`config.mk`:
```
export PLATFORM = sky130hd
export DESIGN_NAME = hex_display_scanner
export DESIGN_NICKNAME = d
export VERILOG_FILES = /design/src/rtl/hex_display_scanner.sv
export SDC_FILE = /design/constraint.sdc
export NUM_CORES = 1
export LEC_CHECK = 0
export ABC_AREA = 1
export BUFFER_PORTS_ARGS = -buffer_cell sky130_fd_sc_hd__buf_2
export CELL_PAD_IN_SITES_DETAIL_PLACEMENT = 0
export CELL_PAD_IN_SITES_GLOBAL_PLACEMENT = 1
export CORE_MARGIN = 3
export CORE_UTILIZATION = 39
export CTS_CLUSTER_DIAMETER = 60
export DETAILED_ROUTE_END_ITERATION = 10
export PLACE_DENSITY_LB_ADDON = 0.2
export SYNTH_ARGS = -nofsm -noshare
export SYNTH_HDL_FRONTEND = slang
export SYNTH_SLANG_ARGS = --single-unit
```
`constraint.sdc`:
```
create_clock -name clk -period 1.6 [get_ports clk]
set_clock_uncertainty 0.15 [all_clocks]
set_input_delay 0 -clock clk [delete_from_list [all_inputs] [get_ports clk]]
set_output_delay 0 -clock clk [all_outputs]
set_load 0.01 [all_outputs]
```
`src/rtl/hex_display_scanner.sv`:
```
// Time-multiplexed hex scan controller: one nibble per slot, active-low digit enables.
// Optional LEADING_ZERO_BLANK_EN suppresses enables of leading zero digits (digit 0 always shown).
module hex_display_scanner #(
  parameter int N_DIGITS    = 4,
  parameter int REFRESH_DIV = 50000,
  parameter int DIV_W       = 16
) (
  input  logic                  clk,
  input  logic                  reset,
  input  logic                  load,
  input  logic [4*N_DIGITS-1:0] data_in,
  input  logic                  blank,
  output logic [3:0]            digit_val,
  output logic [N_DIGITS-1:0]   digit_sel_n,
  output logic                  frame_done
);

  localparam int IDX_W = (N_DIGITS > 1) ? $clog2(N_DIGITS) : 1;
  localparam logic [DIV_W-1:0] CNT_LAST = DIV_W'(REFRESH_DIV - 1);
  localparam logic [IDX_W-1:0] IDX_LAST = IDX_W'(N_DIGITS - 1);

  logic [DIV_W-1:0]      cnt;
  logic [IDX_W-1:0]      idx;
  logic [4*N_DIGITS-1:0] pend;
  logic                  pend_vld;
  logic [4*N_DIGITS-1:0] disp;

  logic                  slot_end;
  logic                  frame_wrap;
  logic [3:0]            cur_nib;
  logic [N_DIGITS-1:0]   slot_sel_n;
  logic                  suppress;

  assign slot_end   = (cnt == CNT_LAST);
  assign frame_wrap = slot_end && (idx == IDX_LAST);

  always_ff @(posedge clk or posedge reset) begin
    if (reset) begin
      cnt <= '0;
      idx <= '0;
    end else begin
      if (slot_end) begin
        cnt <= '0;
        idx <= (idx == IDX_LAST) ? '0 : idx + IDX_W'(1);
      end else begin
        cnt <= cnt + DIV_W'(1);
      end
    end
  end

  // A load landing on the wrap cycle bypasses pend so it shows in the frame that starts now.
  always_ff @(posedge clk or posedge reset) begin
    if (reset) begin
      pend     <= '0;
      pend_vld <= 1'b0;
      disp     <= '0;
    end else begin
      if (load) begin
        if (frame_wrap) begin
          disp     <= data_in;
          pend_vld <= 1'b0;
        end else begin
          pend     <= data_in;
          pend_vld <= 1'b1;
        end
      end else if (frame_wrap && pend_vld) begin
        disp     <= pend;
        pend_vld <= 1'b0;
      end
    end
  end

  always_comb begin
    cur_nib    = '0;
    slot_sel_n = '1;
    for (int k = 0; k < N_DIGITS; k++) begin
      if (idx == IDX_W'(k)) begin
        cur_nib       = disp[4*k +: 4];
        slot_sel_n[k] = 1'b0;
      end
    end
  end

`ifdef LEADING_ZERO_BLANK_EN
  logic [N_DIGITS-1:0] lead_zero;
  logic                above_zero;

  always_comb begin
    lead_zero  = '0;
    above_zero = 1'b1;
    for (int k = N_DIGITS - 1; k > 0; k--) begin
      above_zero   = above_zero && (disp[4*k +: 4] == 4'h0);
      lead_zero[k] = above_zero;
    end
  end

  assign suppress = |(lead_zero & ~slot_sel_n);
`else
  assign suppress = 1'b0;
`endif

  // cnt==0 is the per-slot dead cycle that keeps the previous digit from ghosting.
  always_ff @(posedge clk or posedge reset) begin
    if (reset) begin
      digit_val   <= '0;
      digit_sel_n <= '1;
      frame_done  <= 1'b0;
    end else begin
      digit_val   <= cur_nib;
      digit_sel_n <= (blank || (cnt == '0) || suppress) ? '1 : slot_sel_n;
      frame_done  <= frame_wrap;
    end
  end

endmodule

```
==> impl_results.md <==
- R2r startpoint: cnt[0]
- Global-route wire length before repair: 11,800 um
- Layout cells sized above 1: 22.6%
- Fin crit share: 98.3%
- Total Power: roughly 3.1 mW
- Reg2Reg Setup Slack: 30 ps
- Status: finished, final reports clean
- Diodes inserted: 0
- Setup Viol. Count Final: 0
- Largest cells by area after synthesis: dfrtp_1 46%, nand2_1 15%, nor2_1 4.9%
- Initial Utilization: 41.0%
- Most common cell after layout, fill and taps aside: nand2_1
- Crit path buf inv count: 1
- Crit-path cells: ha_2, nand3_4, nor2_4, nand4_2, buf_12, nand2_1, nand2_1
- Peak VDD IR: 0.000371 V
- Mapped Cells: 388
- Postcts setup bufs: 0
- Fmax: 0.636 GHz
- Static leakage: between 2 and 2.5 nW
- Pwr Density: 778 nW/um^2
- Unique cell type count in the Yosys netlist: 28
- Initial antenna violation count: 0
- Core Region: about 7400 sq um
- I/O Buffers: 28
- Placer Congestion: approximately 0.83
- Residual DRC: 0
- Comb power frac: 7.0%
- Worst path most repeated cell: nand2_1
- Total CTS buffers: 9
- Family with the most delay on the worst path: simple AND/OR/NAND/NOR gates
- DP Worst Slack: 4.96 ps
- Clk slew on worst S/H paths: 70 ps
- Max clock buf depth: 2
- Max-Cap Viols: 0
- Final net count: ~500
- Final antenna-violating net count: 0
- Slew headroom: a little under 70%
- Cell area after placement: roughly 3500 sq um
- Detailed Route WL: 6910 um
- CTS Sinks: 60
- Num rows: 31
- RSZ-0062 raised after global routing: yes
- Worst setup margin: 27.5 ps
- Switching share of power: between 20% and 30%
- Commonest non-fill, non-tap cells in the layout: 122 x nand2_1, 56 x dfrtp_1, 38 x inv_1, 33 x nor2_1
- Area leader, netlist: dfrtp_1
- IO Pins: 29
- Overflow after GRT: 0
- Crit end category: register
- Die H: 94.2 um
- Share of the synthesized area in the top cell type: a little under half
- Vias in the first global route: 2,507
- Worst Hold Class: input port to async pin
- Gr usage total: 17.2%
- Max-slew violation count: 0
- Sequential cell area: 1510 sq um
- Drt wl/cell: 12.2 um
- Yosys reg bits: 60
- DIE AREA: 8880 sq um
- Worst Setup SP: cnt[0]
- Post-synthesis sequential area ratio: 49.6%
- Worst-skew pair later-pin latency: 340 ps
- Pint: approximately 2.3 mW
- RR Endpoint: disp[4]
- Clock share of power: 42.3%
- Area grow syn2layout: 31.1%
- Detailed Place HPWL: 4940 um
- Flop pwr share: 50.7%
- CP max-delay cell: dfrtp_1
- Core Util, Final: between 50% and 60%
- Die X: 94.2 um
- Synthesized area per cell: ~7.8 sq um
- Post-route cell area: 3980 sq um
- Syn nets: 414
- CP Max Fanout: 16
- CTS tree: done
- Via count: 2,660
- Final hold violations: 0
- Multi-input logic area: 1360 sq um
- Yosys warning total: 0
- R2R depth: 7
- DR iter-0 viols: 79
- Startpoint Class: register
- Worst EP arrival: 1650 ps
- Clock root buffer: clkbuf_8
- TritonRoute pass-1 iters: 5
- Tmin final: roughly 1600 ps
- Drt via density: 4.68
- Synthesized area: 3040 sq um
- Worst hold margin: 75.0 ps
- Worst path max stage delay: around 370 ps
- H-tree depth: 3
- # fillers: 711
- Largest net degree at the start of global routing: 28
- Switching pwr: 760 uW
- Critical Path RT: 1680 ps
- Crit Path Category: register to register
- Slew @ Worst Pin: 461 ps
==> cells by family after synthesis <==
family,after synthesis,share of synthesized area [%]
flops,60,49.6
compound gates,37,6.59
fa+ha+maj,6,2.47
simple gates,221,31.9
xor+xnor,6,1.73
buf+inv,58,7.66
==> cell usage after synthesis <==
cell type and n:
nor2_4 2, a21oi_1 11, nand2_2 2, xor2_1 6, nor2_1 40, inv_2 4, nor3b_1 1, inv_1 39
dfrtp_1 56, nand2_4 1, nor2_2 1, o211ai_1 4, nand4_2 1, o21ai_0 19, ha_1 6, nand3_4 1
nand4_1 18, nand3_1 29, buf_2 6, clkbuf_1 4, o21bai_1 1, a21boi_1 1, dfstp_2 4, nand2_1 124
or2_1 1, buf_1 4, o21ai_1 1, buf_6 1
==> area by class of cell <==
type / instances / area share, %
repair buffers: 80 / 16.1
clock buffers: 13 / 4.24
flip-flops and latches: 60 / 37.8
inverters: 43 / 4.15
clock inverters: 3 / 0.503
well taps: 99 / 3.11
multi-input cells: 270 / 34.1
==> sequential cells by signal, indices dropped and copies added, names as in the netlist <==
signal       count
cnt             16
digit_sel_n      4
digit_val        4
disp            16
frame_done       1
idx              2
pend            16
pend_vld         1
==> worst min-delay path, cell delays in order <==
cell and delay, ps:
dlygate4sd3_1 530, buf_2 130, clkinvlp_4 320
==> how the worst max path moves through the flow <==
| stage | end | slack, ps | cells after the start |
|---|---|---|---|
| after global placement | disp[3] | 20 | 7 |
| final | disp[4] | 30 | 7 |
| after floorplan | disp[8] | -2 | 7 |
| after CTS | disp[10] | -0.8 | 8 |
| after detailed placement | disp[13] | 5 | 7 |
| after global routing | disp[14] | -70 | 7 |
==> power groups by stage <==
stage	logic, mW	clock network [mW]	registers [mW]
2_1_floorplan	0.111	0	1.60
3_3_place_gp	0.184	0	1.60
3_5_place_dp	0.185	0	1.60
4_1_cts	0.220	1.35	1.57
5_1_grt	0.252	1.40	1.58
6_report	0.217	1.31	1.57
==> through the flow <==
step / TNS [ps] / instances
global route: -1960 / 568
finish: 0 / 568
detailed placement: 0 / 533
CTS: -0.832 / 568
floorplan: -23.9 / 388
global placement: 0 / 533
==> what timing repair did <==
action	in CTS	in global routing
hold buffers	19	0
setup endpoints to repair	18	49
pin swaps	0	1
hold endpoints to repair	92	0
gates resized for setup	3	14
gates cloned	0	0
==> per-layer routing <==
layer / track usage [%] / up-vias / wire length, um
li1: - / 1395 / -
met1: 24.2 / 1219 / 3530
met2: 25.9 / 36 / 3070
met3: 2.64 / 10 / 183
met4: 7.94 / 0 / 127
met5: 0 / - / 0
No activity file was read; power rests on OpenSTA's default activity.
